<file path="config.mk">
export PLATFORM = sky130hd
export DESIGN_NAME = laser_rx_deframer
export DESIGN_NICKNAME = d
export VERILOG_FILES = /design/src/rtl/laser_rx_deframer_pkg.sv /design/src/rtl/laser_rx_deframer_sync.sv /design/src/rtl/laser_rx_deframer.sv
export SDC_FILE = /design/constraint.sdc
export NUM_CORES = 1
export LEC_CHECK = 0
export CORE_MARGIN = 4
export CORE_UTILIZATION = 40
export CTS_CLUSTER_SIZE = 16
export DETAILED_ROUTE_END_ITERATION = 8
export HOLD_SLACK_MARGIN = 0.12
export PLACE_DENSITY = 0.58
export SLEW_MARGIN = 20
export SYNTH_ARGS = -nofsm -noshare
export SYNTH_HDL_FRONTEND = slang
export SYNTH_SLANG_ARGS = --single-unit
</file>
<file path="constraint.sdc">
create_clock -name i_clock -period 4.9 [get_ports i_clock]
set_input_delay 0.98 -clock i_clock [delete_from_list [all_inputs] [get_ports i_clock]]
set_output_delay 0.98 -clock i_clock [all_outputs]
set_load 0.03 [all_outputs]
</file>
<file path="src/rtl/laser_rx_deframer_pkg.sv">
// Shared types and constants for the laser lane receive deframer.
// Holds the FSM state encoding and the parity helper.
package laser_rx_pkg;

    typedef enum logic [2:0] {
        IDLE,
        START,
        DATA,
        PARITY,
        STOP,
        RECOVER
    } rx_state_t;

    localparam int   FRAME_DATA_BITS = 16;
    localparam logic PARITY_EVEN     = 1'b1;

    // Parity bit that makes the total number of ones over word and bit even.
    function automatic logic even_parity(input logic [FRAME_DATA_BITS-1:0] word);
        return ^word;
    endfunction

endpackage

</file>
<file path="src/rtl/laser_rx_deframer_sync.sv">
// Two-flop synchronizer bringing the asynchronous laser receive line into the clock domain.
module sync_2ff (
    input  logic i_clock,
    input  logic i_resetN,
    input  logic i_d,
    output logic o_q
);

    logic r_meta;
    logic r_sync;

    always_ff @(posedge i_clock or negedge i_resetN) begin
        if (!i_resetN) begin
            r_meta <= 1'b0;
            r_sync <= 1'b0;
        end else begin
            r_meta <= i_d;
            r_sync <= r_meta;
        end
    end

    assign o_q = r_sync;

endmodule

</file>
<file path="src/rtl/laser_rx_deframer.sv">
// Laser lane deframer: start-bit validation, 16-bit LSB-first payload, even parity and
// stop-bit checking, with a saturating frame-error counter.
module laser_rx_deframer
    import laser_rx_pkg::*;
#(
    parameter int CLKS_PER_BIT = 8,
    parameter int ERR_CNT_W    = 8
) (
    input  logic                 i_clock,
    input  logic                 i_resetN,
    input  logic                 i_enable,
    input  logic                 i_rx,
    output logic [7:0]           o_data1,
    output logic [7:0]           o_data2,
    output logic                 o_data_valid,
    output logic                 o_frame_err,
    output logic                 o_busy,
    output logic [ERR_CNT_W-1:0] o_err_count
);

    localparam int                 CNT_W     = $clog2(CLKS_PER_BIT);
    localparam int                 BIT_CNT_W = $clog2(FRAME_DATA_BITS);
    localparam logic [CNT_W-1:0]   HALF_LAST = CNT_W'(CLKS_PER_BIT / 2 - 1);
    localparam logic [CNT_W-1:0]   FULL_LAST = CNT_W'(CLKS_PER_BIT - 1);
    localparam logic [BIT_CNT_W-1:0] LAST_BIT = BIT_CNT_W'(FRAME_DATA_BITS - 1);

    logic                       w_rx_s;
    logic                       w_parity_ok;
    logic                       w_err_sat;

    rx_state_t                  r_state;
    logic [CNT_W-1:0]           r_sample_cnt;
    logic [BIT_CNT_W-1:0]       r_bit_cnt;
    logic [FRAME_DATA_BITS-1:0] r_shift;
    logic                       r_parity;
    logic [7:0]                 r_data1;
    logic [7:0]                 r_data2;
    logic                       r_data_valid;
    logic                       r_frame_err;
    logic [ERR_CNT_W-1:0]       r_err_count;

    sync_2ff u_rx_sync (
        .i_clock  (i_clock),
        .i_resetN (i_resetN),
        .i_d      (i_rx),
        .o_q      (w_rx_s)
    );

    assign w_parity_ok = (r_parity == (even_parity(r_shift) ^ ~PARITY_EVEN));
    assign w_err_sat   = &r_err_count;

    // Payload shifts in from the top so the first line bit ends up at bit 0.
    always_ff @(posedge i_clock or negedge i_resetN) begin
        if (!i_resetN) begin
            r_state      <= IDLE;
            r_sample_cnt <= '0;
            r_bit_cnt    <= '0;
            r_shift      <= '0;
            r_parity     <= 1'b0;
            r_data1      <= '0;
            r_data2      <= '0;
            r_data_valid <= 1'b0;
            r_frame_err  <= 1'b0;
            r_err_count  <= '0;
        end else begin
            r_data_valid <= 1'b0;
            r_frame_err  <= 1'b0;
            case (r_state)
                IDLE: begin
                    if (w_rx_s && i_enable) begin
                        r_state      <= START;
                        r_sample_cnt <= '0;
                    end
                end
                START: begin
                    if (r_sample_cnt == HALF_LAST) begin
                        r_sample_cnt <= '0;
                        if (w_rx_s) begin
                            r_state   <= DATA;
                            r_bit_cnt <= '0;
                        end else begin
                            r_state <= IDLE;
                        end
                    end else begin
                        r_sample_cnt <= r_sample_cnt + CNT_W'(1);
                    end
                end
                DATA: begin
                    if (r_sample_cnt == FULL_LAST) begin
                        r_sample_cnt <= '0;
                        r_shift      <= {w_rx_s, r_shift[FRAME_DATA_BITS-1:1]};
                        if (r_bit_cnt == LAST_BIT) begin
                            r_state <= PARITY;
                        end else begin
                            r_bit_cnt <= r_bit_cnt + BIT_CNT_W'(1);
                        end
                    end else begin
                        r_sample_cnt <= r_sample_cnt + CNT_W'(1);
                    end
                end
                PARITY: begin
                    if (r_sample_cnt == FULL_LAST) begin
                        r_sample_cnt <= '0;
                        r_parity     <= w_rx_s;
                        r_state      <= STOP;
                    end else begin
                        r_sample_cnt <= r_sample_cnt + CNT_W'(1);
                    end
                end
                STOP: begin
                    if (r_sample_cnt == FULL_LAST) begin
                        r_sample_cnt <= '0;
                        // A high stop bit means the line is still lit; wait it out before rearming.
                        if (w_rx_s) begin
                            r_frame_err <= 1'b1;
                            r_state     <= RECOVER;
                            if (!w_err_sat) r_err_count <= r_err_count + ERR_CNT_W'(1);
                        end else if (w_parity_ok) begin
                            r_data1      <= r_shift[7:0];
                            r_data2      <= r_shift[15:8];
                            r_data_valid <= 1'b1;
                            r_state      <= IDLE;
                        end else begin
                            r_frame_err <= 1'b1;
                            r_state     <= IDLE;
                            if (!w_err_sat) r_err_count <= r_err_count + ERR_CNT_W'(1);
                        end
                    end else begin
                        r_sample_cnt <= r_sample_cnt + CNT_W'(1);
                    end
                end
                RECOVER: begin
                    if (w_rx_s) begin
                        r_sample_cnt <= '0;
                    end else if (r_sample_cnt == FULL_LAST) begin
                        r_sample_cnt <= '0;
                        r_state      <= IDLE;
                    end else begin
                        r_sample_cnt <= r_sample_cnt + CNT_W'(1);
                    end
                end
                default: r_state <= IDLE;
            endcase
        end
    end

    assign o_data1      = r_data1;
    assign o_data2      = r_data2;
    assign o_data_valid = r_data_valid;
    assign o_frame_err  = r_frame_err;
    assign o_busy       = (r_state != IDLE);
    assign o_err_count  = r_err_count;

endmodule

</file>
==> metrics.md <==
| Metric | Value |
|---|---|
| Post-Route WL | roughly 4300 µm |
| First-pass GRT wire length | between 7000 and 8000 µm |
| Max IR drop VDD | 0.2959 mV |
| Core area | 0.006314 mm² |
| Gr usage total | between 10 and 15% |
| Worst-path fanout max | 14 |
| #FFs+latches synth | 55 |
| Instance count of the mapped netlist | just over 200 |
| Reg2reg end | o_data1[6] |
| Worst path max stage delay | 0.68 ns |
| H-Tree Depth | 2 |
| Startpoint Class | flip-flop |
| CTS Root Cell | clkbuf_8 |
| Post-CTS Setup Bufs | 0 |
| Final setup TNS | 0 ns |
| Synth unique cells | 38 |
| Crit path arrival time | 1.87 ns |
| Critical path required time | 3.92 ns |
| Ys flop type | dfrtp_1 |
| Fraction of registers with async set/reset | between 90% and 100% |
| Clock Latency Late Sink | 0.30 ns |
| Flop2flop setup slack | roughly 2.4 ns |
| Cts repair resizes | 0 |
| Cell row count | 29 |
| WHS | around 0.36 ns |
| Initial antenna violation count | 0 |
| Clock Path Buffers | 2 |
| Number of diodes | 0 |
| Syn Nets | 215 |
| CP max stage cell | clkdlybuf4s50_1 |
| DR vias | 1601 |
| Die height | about 88 µm |
| Dpl ws | 2.349 ns |
| Area Growth Syn to Fin | 17.21% |
| Final hold violation count | 0 |
| Critical path origin | r_state[1] |
| Max-Cap Viols | 0 |
| RSZ-0062 raised after global routing | false |
| Setup crit end kind | primary output |
| Sequential share of the synthesized area | a little over half |
| Nets | 247 |
| Final period util | 58.10% |
| Total die area | 0.007823 mm² |
| R2r startpoint | r_shift[9] |
| Boundary pin count | 31 |
| Wirelength per Cell | 13.59 µm |
| Pwr/cell area | 324.4 mW/mm² |
| Syn_area_per_cell | 12.57 µm² |
| Final ANT Viol Nets | 0 |
| HPWL Detailed | 2925 µm |
| Slew Limit Fails | 0 |
| Slew headroom | 54.42% |
| Share of cells above drive strength 1 | 18.99% |
| Highest Clock Rate | 351.3 MHz |
| Reg clk slew, reported paths | 0.09 ns |
| Slew @ Worst Pin | around 0.68 ns |
| Mapped Area | 0.002589 mm² |
| Die width | 88.45 µm |
| Setup violators final | 0 |
| Min-delay worst type | flip-flop to flip-flop |
| R2R depth | 6 |
| CTS Buf Count | 5 |
| Avg Vias per Cell | 5.099 |
| Drt pass-1 iters | 4 |
| Initial core utilization | about 40% |
| Crit path time final | 2.847 ns |
| Number of global-route vias before repair | 1573 |
| Status | completed |
| Worst hold start | u_rx_sync.r_meta |
| End of the critical path | o_busy |
| Remaining Overflow, GRT | 0 |
| EDFF count, synth | 0 |
| CTS tree | yes |
| Hold-fix buffers, CTS | 0 |
| # port buffers | 30 |
| Sink Count | 55 |
| CP Class | flip-flop to primary output |
| Clk_skew | 0.005751 ns |
| DRC viols | 0 |
| Ys Warns | 0 |
| Static leakage | between 1 and 1.5 nW |
| DR iter-0 viols | 34 |
| Setup ws final | 2.053 ns |
| Final RePlAce weighted congestion | approximately 0.77 |
| Largest net degree at the start of global routing | 56 |
| Crit path cell chain | nor2_1 > nand2_1 > clkdlybuf4s50_1 |
==> registers in the layout (all words and copies together) (netlist names) <==
name              count
u_rx_sync.r_meta      1
o_data2               8
o_err_count           8
o_data_valid          1
r_state               3
r_bit_cnt             4
o_data1               8
r_shift              16
o_frame_err           1
r_sample_cnt          3
r_parity              1
u_rx_sync.o_q         1
==> where the power goes <==
group	internal [W]	switching, W
clock network	0.0000956	0.000129
registers	0.000480	0.0000419
logic	0.000108	0.000130
total	0.000683	0.000301
==> per-layer routing <==
layer  wire, µm  vias to the layer above  track usage (%)
met1       2147                      770            17.13
met3        163                        7            2.886
li1           -                      796                -
met5          0                        -                0
met2       1904                       28            18.29
met4         52                        0            3.709
==> per-stage QoR <==
stage	std cells	utilization (%)	instance area, µm²	total power, W
2_1_floorplan	206	-	2589	0.0007103
3_3_place_gp	308	46.91	2962	0.0007661
3_5_place_dp	308	46.91	2962	0.0007704
4_1_cts	314	48.06	3034	0.001003
5_1_grt	314	48.06	3034	0.001057
6_report	314	48.06	3034	0.0009842
==> worst min path at each step <==
stage | end | slack, ns | cells after the start
floorplan | u_rx_sync.o_q | 0.33 | 0
CTS | u_rx_sync.o_q | 0.36 | 0
global route | u_rx_sync.o_q | 0.36 | 0
detailed placement | u_rx_sync.o_q | 0.34 | 0
finish | u_rx_sync.o_q | 0.36 | 0
global placement | u_rx_sync.o_q | 0.34 | 0
==> cell families (layout without fill, tap and decap cells) <==
kind of cell	after synthesis	count (layout)	share of synthesized area [%]
buffers and inverters	13	44	2.175
adders and majority gates	5	5	2.417
xor gates and xnor gates	20	20	8.120
DFF	55	55	53.17
and+or+nand+nor	48	48	9.425
AOI/OAI and AO/OA	30	30	7.733
muxes	35	35	16.96
==> worst max-delay path: cells and delay by family (launching register included) <==
kind	cells	cell delay [ns]
buffers and inverters	1	0.68
DFF	1	0.60
and+or+nand+nor	2	0.29
==> placed cells by master (no fill, tap or decap), drive strengths merged, types with 3 or more instances in the layout <==
cell | Yosys | routed
ha | 5 | 5
and3 | 3 | 3
inv | 6 | 6
a31oi | 3 | 3
dfrtp | 55 | 55
nand2b | 3 | 3
nor2 | 12 | 12
xnor2 | 17 | 17
nand4 | 5 | 5
mux2 | 34 | 34
nand2 | 12 | 12
a21oi | 5 | 5
clkdlybuf4s50 | 0 | 29
clkbuf | 5 | 6
nand3 | 6 | 6
o21ai | 9 | 9
buf | 2 | 3
==> area by class of cell <==
cell class                      instances  area, µm²
Inverter                                6      22.52
Timing Repair Buffer                   32      310.3
Multi-Input combinational cell        138       1156
Clock buffer                            6      72.57
Sequential cell                        55       1376
Tap cell                               77      96.34
Fill cell                             598       3279
==> cells in the mapped netlist (2+ instances only) <==
cell / count / area share, %
dfrtp_1: 55 / 53
mux2_2: 25 / 11
xnor2_1: 16 / 5.4
nand2_1: 12 / 1.7
nor2_1: 11 / 1.6
mux2_4: 9 / 5.2
o21ai_0: 9 / 1.7
inv_1: 6 / 0.87
nand3_1: 6 / 1.2
a21oi_1: 5 / 0.97
clkbuf_1: 5 / 0.73
ha_1: 5 / 2.4
nand4_1: 5 / 1.2
a31oi_1: 3 / 0.73
and3_1: 3 / 0.73
nand2b_1: 3 / 0.73
a211oi_1: 2 / 0.58
a21o_1: 2 / 0.58
a41oi_1: 2 / 0.68
and2_1: 2 / 0.48
nor2b_1: 2 / 0.48
xnor3_1: 2 / 1.7
(Power assumes the default switching activity.)
